File: src/rtl/pkt_ctrl_pkg.sv
// Shared definitions for the packet parser / system state manager:
// command codes, FSM state encoding and STATUS reply constants.
package pkt_ctrl_pkg;

  typedef enum logic [3:0] {
    CMD_NOP    = 4'd0,
    CMD_MODE   = 4'd1,
    CMD_WRITE  = 4'd2,
    CMD_STATUS = 4'd3
  } cmd_e;

  typedef enum logic [1:0] {
    ST_IDLE,
    ST_PAYLOAD,
    ST_DROP,
    ST_RESPOND
  } state_e;

  localparam logic [7:0]  REPLY_MAGIC = 8'hA5;
  localparam int unsigned REPLY_LEN   = 4;

endpackage

File: src/rtl/byte_slicer.sv
// Loads one byte and shifts it out MSB-first as 8/FIFO_W words, one per cycle,
// starting the cycle after the load. pending_o counts words still to emit.
module byte_slicer #(
  parameter int unsigned FIFO_W = 4
) (
  input  logic              clk_i,
  input  logic              rst_ni,
  input  logic              load_i,
  input  logic [7:0]        byte_i,
  output logic              valid_o,
  output logic [FIFO_W-1:0] data_o,
  output logic [3:0]        pending_o
);

  localparam int unsigned SLICES = 8 / FIFO_W;

  logic [7:0] sh_q, sh_d;
  logic [3:0] cnt_q, cnt_d;

  // A load may coincide with the final slice, giving back-to-back bytes.
  always_comb begin
    sh_d  = sh_q;
    cnt_d = cnt_q;
    if (cnt_q != '0) begin
      sh_d  = sh_q << FIFO_W;
      cnt_d = cnt_q - 4'd1;
    end
    if (load_i) begin
      sh_d  = byte_i;
      cnt_d = 4'(SLICES);
    end
  end

  always_ff @(posedge clk_i or negedge rst_ni) begin
    if (!rst_ni) begin
      sh_q  <= '0;
      cnt_q <= '0;
    end else begin
      sh_q  <= sh_d;
      cnt_q <= cnt_d;
    end
  end

  assign valid_o   = (cnt_q != '0);
  assign data_o    = sh_q[7 -: FIFO_W];
  assign pending_o = cnt_q;

endmodule

File: src/rtl/pkt_ctrl_mgr.sv
// Packet parser and system state manager: decodes RX byte packets, applies mode
// changes, slices WRITE payload into per-channel FIFO words, answers STATUS on TX.
module pkt_ctrl_mgr
  import pkt_ctrl_pkg::*;
#(
  parameter int unsigned FIFO_W   = 4,
  parameter int unsigned NUM_CH   = 2,
  parameter int unsigned UW       = 11,
  parameter int unsigned HEADROOM = 16
) (
  input  logic                 clk,
  input  logic                 rst,
  input  logic [7:0]           rx_data,
  input  logic                 rx_valid,
  output logic                 rx_ready,
  input  logic                 rx_last,
  input  logic                 rx_user,
  output logic [7:0]           tx_data,
  output logic                 tx_valid,
  input  logic                 tx_ready,
  output logic                 tx_last,
  output logic [FIFO_W-1:0]    fifo_data,
  output logic [NUM_CH-1:0]    fifo_wrreq,
  input  logic [NUM_CH*UW-1:0] fifo_used,
  output logic [3:0]           mode,
  output logic [7:0]           err_count
);

  localparam int unsigned CHW     = (NUM_CH > 1) ? $clog2(NUM_CH) : 1;
  localparam int unsigned IDXW    = $clog2(REPLY_LEN);
  localparam int unsigned FULL_TH = (1 << UW) - HEADROOM;

  state_e          state_q, state_d;
  logic [CHW-1:0]  ch_q, ch_d, wr_ch_q;
  logic [3:0]      mode_q, mode_d;
  logic [7:0]      err_q;
  logic            reply_q, reply_d;
  logic [IDXW-1:0] idx_q, idx_d;
  logic            err_inc, load, acc, last_idx;
  logic [NUM_CH-1:0] full_vec;
  logic [7:0]      flags8;
  logic            sl_valid;
  logic [3:0]      sl_pend;
  logic [3:0]      cmd, arg;

  always_comb begin
    full_vec = '0;
    for (int unsigned c = 0; c < NUM_CH; c++) begin
      full_vec[c] = (fifo_used[c*UW +: UW] >= UW'(FULL_TH));
    end
  end

  assign flags8 = 8'(full_vec);
  assign cmd    = rx_data[7:4];
  assign arg    = rx_data[3:0];

  // Full is only consulted while a new byte could be accepted; a byte already
  // loaded into the slicer always drains.
  always_comb begin
    rx_ready = 1'b0;
    unique case (state_q)
      ST_IDLE, ST_DROP: rx_ready = rst;
      ST_PAYLOAD:       rx_ready = rst & ~full_vec[ch_q] & (sl_pend <= 4'd1);
      default:          rx_ready = 1'b0;
    endcase
  end

  assign acc      = rx_valid & rx_ready;
  assign last_idx = (idx_q == IDXW'(REPLY_LEN - 1));

  always_comb begin
    state_d  = state_q;
    ch_d     = ch_q;
    mode_d   = mode_q;
    reply_d  = reply_q;
    idx_d    = idx_q;
    err_inc  = 1'b0;
    load     = 1'b0;
    tx_valid = 1'b0;
    tx_data  = '0;
    tx_last  = 1'b0;
    unique case (state_q)
      ST_IDLE: begin
        if (acc) begin
          if (rx_user) begin
            err_inc = 1'b1;
            reply_d = 1'b0;
            state_d = rx_last ? ST_IDLE : ST_DROP;
          end else begin
            state_d = ST_DROP;
            case (cmd)
              CMD_NOP:    ;
              CMD_MODE:   mode_d = arg;
              CMD_WRITE: begin
                if (32'(arg) < NUM_CH) begin
                  ch_d    = CHW'(arg);
                  state_d = ST_PAYLOAD;
                end else begin
                  err_inc = 1'b1;
                end
              end
              CMD_STATUS: reply_d = 1'b1;
              default:    err_inc = 1'b1;
            endcase
            if (rx_last) state_d = reply_d ? ST_RESPOND : ST_IDLE;
          end
        end
      end
      ST_DROP: begin
        if (acc) begin
          if (rx_user) begin
            err_inc = 1'b1;
            reply_d = 1'b0;
            state_d = rx_last ? ST_IDLE : ST_DROP;
          end else if (rx_last) begin
            state_d = reply_q ? ST_RESPOND : ST_IDLE;
          end
        end
      end
      ST_PAYLOAD: begin
        if (acc) begin
          if (rx_user) begin
            err_inc = 1'b1;
            reply_d = 1'b0;
            state_d = rx_last ? ST_IDLE : ST_DROP;
          end else begin
            load = 1'b1;
            if (rx_last) state_d = ST_IDLE;
          end
        end
      end
      ST_RESPOND: begin
        tx_valid = 1'b1;
        tx_last  = last_idx;
        case (idx_q)
          2'd0:    tx_data = REPLY_MAGIC;
          2'd1:    tx_data = {4'h0, mode_q};
          2'd2:    tx_data = err_q;
          default: tx_data = flags8;
        endcase
        if (tx_ready) begin
          if (last_idx) begin
            idx_d   = '0;
            reply_d = 1'b0;
            state_d = ST_IDLE;
          end else begin
            idx_d = idx_q + 1'b1;
          end
        end
      end
      default: state_d = ST_IDLE;
    endcase
  end

  always_ff @(posedge clk or negedge rst) begin
    if (!rst) begin
      state_q <= ST_IDLE;
      ch_q    <= '0;
      wr_ch_q <= '0;
      mode_q  <= '0;
      err_q   <= '0;
      reply_q <= 1'b0;
      idx_q   <= '0;
    end else begin
      state_q <= state_d;
      ch_q    <= ch_d;
      mode_q  <= mode_d;
      reply_q <= reply_d;
      idx_q   <= idx_d;
      // Channel travels with the byte so trailing slices survive a new header.
      if (load) wr_ch_q <= ch_q;
      if (err_inc && err_q != '1) err_q <= err_q + 8'd1;
    end
  end

  byte_slicer #(
    .FIFO_W(FIFO_W)
  ) u_slicer (
    .clk_i    (clk),
    .rst_ni   (rst),
    .load_i   (load),
    .byte_i   (rx_data),
    .valid_o  (sl_valid),
    .data_o   (fifo_data),
    .pending_o(sl_pend)
  );

  always_comb begin
    fifo_wrreq = '0;
    if (sl_valid) fifo_wrreq[wr_ch_q] = 1'b1;
  end

  assign mode      = mode_q;
  assign err_count = err_q;

endmodule

File: config.mk
export PLATFORM = sky130hd
export DESIGN_NAME = pkt_ctrl_mgr
export DESIGN_NICKNAME = d
export VERILOG_FILES = /design/src/rtl/pkt_ctrl_pkg.sv /design/src/rtl/byte_slicer.sv /design/src/rtl/pkt_ctrl_mgr.sv
export SDC_FILE = /design/constraint.sdc
export NUM_CORES = 1
export LEC_CHECK = 0
export CELL_PAD_IN_SITES_DETAIL_PLACEMENT = 1
export CELL_PAD_IN_SITES_GLOBAL_PLACEMENT = 2
export CORE_ASPECT_RATIO = 1.75
export CORE_MARGIN = 2
export CORE_UTILIZATION = 24
export CTS_CLUSTER_DIAMETER = 80
export DETAILED_ROUTE_END_ITERATION = 7
export GPL_TIMING_DRIVEN = 0
export PLACE_DENSITY = 0.66
export SLEW_MARGIN = 15
export SYNTH_ARGS = -nofsm -noshare
export SYNTH_HDL_FRONTEND = slang
export SYNTH_SLANG_ARGS = --single-unit
File: constraint.sdc
create_clock -name clk -period 2.94 [get_ports clk]
set_input_delay 0.588 -clock clk [delete_from_list [all_inputs] [get_ports clk]]
set_output_delay 0.588 -clock clk [all_outputs]
set_load 0.005 [all_outputs]
==> results of run 1 <==
==> flip-flops by register name (all words and copies together) (netlist names) <==
signal,cells
err_count,8
mode,4
ch_q,1
u_slicer.sh_q,8
wr_ch_q,1
reply_q,1
u_slicer.pending_o,4
state_q,2
idx_q,2
==> repair_timing <==
item | 4_1_cts | 5_1_grt
hold buffers | 0 | 0
setup buffers | 1 | 2
pin swaps | 1 | 1
setup endpoints to repair | 3 | 3
resized for setup | 6 | 2
==> path summary, 6_finish.rpt <==
| check | depth (start not counted) | start | to |
|---|---|---|---|
| setup / recovery | 6 | fifo_used[10] | rx_ready |
| hold reg to reg | 1 | err_count[6]$_DFFE_PN0P_ | err_count[6]$_DFFE_PN0P_ |
| max in group asynchronous | 2 | rst | state_q[0]$_DFFE_PN0P_ |
| hold / removal | 1 | rst | idx_q[0]$_DFFE_PN0P_ |
| min in group clk | 1 | err_count[6]$_DFFE_PN0P_ | err_count[6]$_DFFE_PN0P_ |
| setup reg to reg | 7 | state_q[1]$_DFFE_PN0P_ | mode[0]$_DFFE_PN0P_ |
==> area by class of cell <==
cell class                 count  area [µm²]
buffer                         8        53.8
fill                         954        5330
tap                           92         115
sequential                    31         777
inverter                      11        41.3
clock buffer                   5         125
clock inverter                 3        20.0
timing repair buffer          60         598
multi-input combinational    151        1200
==> per-layer routing <==
layer | part of all wire [%] | wire length (µm) | global-route usage (%)
met4 | 1.4 | 85 | 4.49
met3 | 3.1 | 194 | 1.44
met1 | 38 | 2390 | 16.2
met5 | 0 | 0 | 0
met2 | 57 | 3560 | 27.7
==> placed cells by master, fill, tap and decap left out, types with 5 or more instances in the layout <==
master	count
nand4_1	8
xnor2_1	8
clkbuf_16	5
mux2_2	14
dfrtp_1	30
inv_1	10
ha_1	12
mux2i_1	5
nor3_1	6
clkdlybuf4s50_1	55
nand3_1	7
o21ai_0	5
buf_4	7
nor2_1	13
nand2_1	14
==> logic make-up (layout without fill, tap and decap cells) <==
| family | count (synthesis) | after routing | share of synthesized area [%] |
|---|---|---|---|
| adder cells (fa/ha/maj) | 13 | 13 | 7.97 |
| XOR/XNOR | 9 | 9 | 3.86 |
| flip-flops | 31 | 31 | 38.0 |
| AND/OR/NAND/NOR | 79 | 79 | 22.9 |
| buffers and inverters | 19 | 87 | 4.60 |
| multiplexers | 21 | 21 | 11.6 |
| AO/OA/AOI/OAI | 29 | 29 | 11.0 |
==> power by group through the flow <==
stage,logic (mW),clock network [mW],registers [mW]
2_1_floorplan,0.534,0,0.640
3_3_place_gp,0.837,0,0.676
3_5_place_dp,0.864,0,0.680
4_1_cts,0.890,0.520,0.680
5_1_grt,1.02,0.542,0.695
6_report,0.907,0.499,0.677
==> critical path, stage by stage <==
cell and delay (ns):
clkdlybuf4s50_1 0.45, nand4_1 0.16, nor3_2 0.35, o41ai_4 0.13
and3b_2 0.23, clkdlybuf4s50_1 0.44
==> reports/qor.yml, run 1 <==
synth_top_area_cell: "dfrtp_1"
worstMarginPinSlew_ns: 0.560
finClkSkew_ns: 0.00446
yosysMostFrequentCell: "dfrtp_1"
failed_checks: "negative setup slack"
syn_inst: 201
postPlaceCellArea_mm2: 0.00273
grt_pass1_wl_um: 10400
startpoint_type: "input port"
io_buffers: 56
crit_required_ns: 2.35
numCtsBuffers: 5
start_util_pct: 24.7
drv_slew: 0
ir_drop_uv: 256
drtPass1Iterations: 4
status: "finished, violations left"
antenna_cells: 0
synth_top_cell_area_share_pct: 38.0
cts_max_path_buffers: 2
fp.dieH_um: 126
finalSetupTns_ns: -0.00838
endpoint_kind: "output port"
clk_pin_slew_worst_paths_ns: 0.05
worstPathArrival_ns: 2.36
cts_tree: "built"
combPwrFrac_pct: 43.5
synth_area_per_cell_um2: 10.2
hpwl_um: 4940
layout.nets: 317
wire_per_inst_um: 17.3
worst_slack_ns: -0.00838
dieArea_mm2: 0.00929
max_freq_mhz: 339
utilization_pct: 35.5
syn_nets: 250
drc: 0
place_ws_ns: -0.446
ys_seq_area_share_pct: 38.0
drive_above_1_share_pct: 18.6
power_leakage_nw: 1.30
cts_num_sinks: 31
period_share_pct: 100
swShare_pct: 36.5
switchingPower_mw: 0.759
maxCapViolations: 0
grtUsageTotal_pct: 14.6
clock_latency_ns: 0.27
whs_ns: 0.106
synth-warning-count: 0
synth_area_mm2: 0.00204
netlist_top_cells_count: "dfrtp_1 (31), mux2_2 (14), nand2_1 (14)"
yosys.cell_types.count: 49
instances_no_fill: 361
p_int_mw: 1.32
finalSetupViolCount: 1
slew-limit-headroom_pct: 62.2
die_w_um: 73.7
rows: 44
gp_congestion: 0.736
synthArstFlopShare_pct: 100
core-area_mm2: 0.00826
finalPower_mw: 2.08
root_buffer: "clkbuf_16"
antenna_found_initial: 0
critical_path_class: "in2out"
vias: 1770
grt_pass1_vias: 1976
clkPwrFrac_pct: 24.0
cellPowerDensity_mw_per_mm2: 710
ys_ff_latch: 31
worst_hold_path_type: "in2async"
regToRegSetupSlack_ns: 0.43
ys_top_cells_by_area: "dfrtp_1 (38%), ha_1 (8.0%), mux2_2 (7.7%)"
hold_viol_final: 0
synthFlopType: "dfrtp_1"
pin_count: 65
first_iter_violations: 48
sequentialPowerShare_pct: 32.5
antenna_left: 0
rsz0062_at_grt: "true"
area_delta_synth_final_pct: 43.6
grt_max_degree: 34
cts.htree.levels: 2
routed_wl_um: 6230
synth_edf_count: 0
layout_min_cycle_time_ns: 2.95
avgViaCountPerCell: 4.90
final_cell_area_mm2: 0.00293
grt_overflow: 0
dp.cells: 350
path_max_fanout: 2
No activity file was read; power rests on OpenSTA's default activity.
==> run 2: changes to the inputs <==
--- a/config.mk
+++ b/config.mk
@@ -14,7 +14,7 @@
 export DETAILED_ROUTE_END_ITERATION = 7
 export GPL_TIMING_DRIVEN = 0
 export PLACE_DENSITY = 0.66
-export SLEW_MARGIN = 15
+export SLEW_MARGIN = 10
 export SYNTH_ARGS = -nofsm -noshare
 export SYNTH_HDL_FRONTEND = slang
 export SYNTH_SLANG_ARGS = --single-unit
==> run 2 against run 1 <==
The flow now finishes without violations. Clock power increased by 22%. Sequential cell count unchanged. Worst setup slack improved by 0.12 ns. Sequential power about the same. Non-clock buffer count decreased by 3. Sequential share of layout area about the same. Largest power group unchanged. Highest routed layer unchanged.
==> reports/qor.yml, run 2 (synthesized netlist as in run 1, its figures left out) <==
hold_viol_final: 0  # unchanged
layout_commonest_cell: "clkdlybuf4s50_1"  # unchanged
dieArea_mm2: 0.00929  # unchanged
finalPower_mw: 2.16  # was 2.08 mW
antenna_left: 0  # unchanged
power_leakage_nw: 1.31  # was 1.30 nW
whs_ns: 0.391  # was 0.106 ns
maxCapViolations: 0  # unchanged
dp.cells: 349  # was 350
rows: 44  # unchanged
ir_drop_uv: 236  # was 256 µV
first_iter_violations: 34  # was 48
vias: 1757  # was 1770
instances_no_fill: 358  # was 361
grtUsageTotal_pct: 14.8  # was 14.6%
period_share_pct: 96.1  # was 100%
wire_per_inst_um: 17.6  # was 17.3 µm
reg2reg_to: "mode[3]$_DFFE_PN0P_"  # was mode[0]$_DFFE_PN0P_
avgViaCountPerCell: 4.91  # was 4.90
reg2reg_depth: 6  # was 7
numCtsBuffers: 5  # unchanged
antenna_cells: 0  # unchanged
grt_pass1_vias: 1981  # was 1976
startpoint: "fifo_used[10]"  # unchanged
gp_congestion: 0.736  # unchanged
max_freq_mhz: 354  # was 339 MHz
nFillCells: 953  # was 954
area_delta_synth_final_pct: 43.1  # was 43.6%
drive_above_1_share_pct: 17.3  # was 18.6%
finalSetupTns_ns: 0  # was -0.00838 ns
regToRegSetupSlack_ns: 0.45  # was 0.43 ns
endpoint_kind: "output port"  # unchanged
cts.htree.levels: 2  # unchanged
status: "finished, final reports clean"  # was finished, violations left
slew-limit-headroom_pct: 46.8  # was 62.2%
root_buffer: "clkbuf_16"  # unchanged
clk_pin_slew_worst_paths_ns: 0.05  # about the same
cellPowerDensity_mw_per_mm2: 738  # was 710 mW/mm²
grt_max_degree: 35  # was 34
crit_required_ns: 2.35  # about the same
critical_path.endpoint: "tx_data[0]"  # was rx_ready
core-area_mm2: 0.00826  # unchanged
drtPass1Iterations: 4  # unchanged
worstMarginPinSlew_ns: 0.798  # was 0.560 ns
finalSetupViolCount: 0  # was 1
rsz0062_at_grt: "false"  # was true
layout.nets: 314  # was 317
io_buffers: 56  # unchanged
drv_slew: 0  # unchanged
critical_path_class: "in2out"  # unchanged
worst_hold_path_type: "in2async"  # unchanged
die_w_um: 73.7  # unchanged
start_util_pct: 24.7  # unchanged
path_max_fanout: 2  # unchanged
antenna_found_initial: 0  # unchanged
worst_slack_ns: 0.115  # was -0.00838 ns
grt_pass1_wl_um: 10400  # about the same
routed_wl_um: 6290  # was 6230 µm
drc: 0  # unchanged
layout_min_cycle_time_ns: 2.82  # was 2.95 ns
worstPathArrival_ns: 2.24  # was 2.36 ns
grt_overflow: 0  # unchanged
fp.dieH_um: 126  # unchanged
place_ws_ns: -0.440  # was -0.446 ns
reg2reg_from: "state_q[0]$_DFFE_PN0P_"  # was state_q[1]$_DFFE_PN0P_
cts_max_path_buffers: 2  # unchanged
layout_common_cells: "clkdlybuf4s50_1 (54), dfrtp_1 (31), nand2_1 (14), mux2_2 (14), nor2_1 (13)"  # was clkdlybuf4s50_1 (55), dfrtp_1 (30), nand2_1 (14), mux2_2 (14), nor2_1 (13)
cts_tree: "built"  # unchanged
startpoint_type: "input port"  # unchanged
pin_count: 65  # unchanged
finClkSkew_ns: 0.00533  # was 0.00446 ns
hpwl_um: 4870  # was 4940 µm
clock_latency_ns: 0.28  # was 0.27 ns
cts_num_sinks: 31  # unchanged
-- run 2: cell types whose count changed in the layout (fill, tap and decap cells not counted), sizes merged --
cell	change
clkdlybuf4s50	-1
dlygate4sd2	+1
clkinvlp	-2
clkbuf	+1
buf	-3
bufinv	+1
-- run 2: repair_timing --
item                       CTS  global route
gates resized for setup      7             1
hold buffers                 0             0
setup endpoints to repair    3             2
setup buffers                1             0
pin swaps                    1             0
cloned                       0             0
-- run 2: cell type report --
type,count,area [µm²],area share (%)
timing repair buffer,57,562,19.2
clock inverter,2,35.0,1.20
buffer,8,53.8,1.84
tap,92,115,3.94
clock buffer,6,139,4.75
inverter,11,41.3,1.41
multi-input combinational,151,1200,41.1
sequential,31,776,26.5
-- run 2: layer usage --
layer / up-vias / wire [µm] / global-route usage, %
met3: 7 / 215 / 2.40
met1: 865 / 2390 / 15.6
met5: - / 0 / 0
met2: 40 / 3580 / 28.2
met4: 0 / 108 / 5.13
li1: 845 / - / -
-- run 2: power breakdown --
part / internal [mW] / total (mW) / switching (mW)
Clock: 0.421 / 0.609 / 0.188
Combinational: 0.454 / 0.868 / 0.414
Sequential: 0.532 / 0.680 / 0.148
-- run 2: metrics by stage --
step | util, % | area [µm²]
final | 35.4 | 2920
after global routing | 35.4 | 2920
after CTS | 35.3 | 2920
after detailed placement | 32.8 | 2710
after global placement | 32.9 | 2720
after floorplan | - | 2040
-- run 2: how the worst min path moves through the flow --
stage | endpoint | slack (ns) | cells past startpoint
after detailed placement | err_count[6]$_DFFE_PN0P_ | 0.52 | 1
final | idx_q[0]$_DFFE_PN0P_ | 0.39 | 1
after global routing | idx_q[0]$_DFFE_PN0P_ | 0.46 | 1
after floorplan | ch_q$_DFFE_PN0P_ | 0.29 | 0
after global placement | u_slicer.pending_o[1]$_DFFE_PN0P_ | 0.50 | 2
after CTS | idx_q[0]$_DFFE_PN0P_ | 0.43 | 1
-- run 2: worst max-delay path, cell delays in order --
cell	delay, ns
clkdlybuf4s50_1	0.45
nand4_1	0.16
o21ai_0	0.28
o311a_1	0.23
clkdlybuf4s50_1	0.51
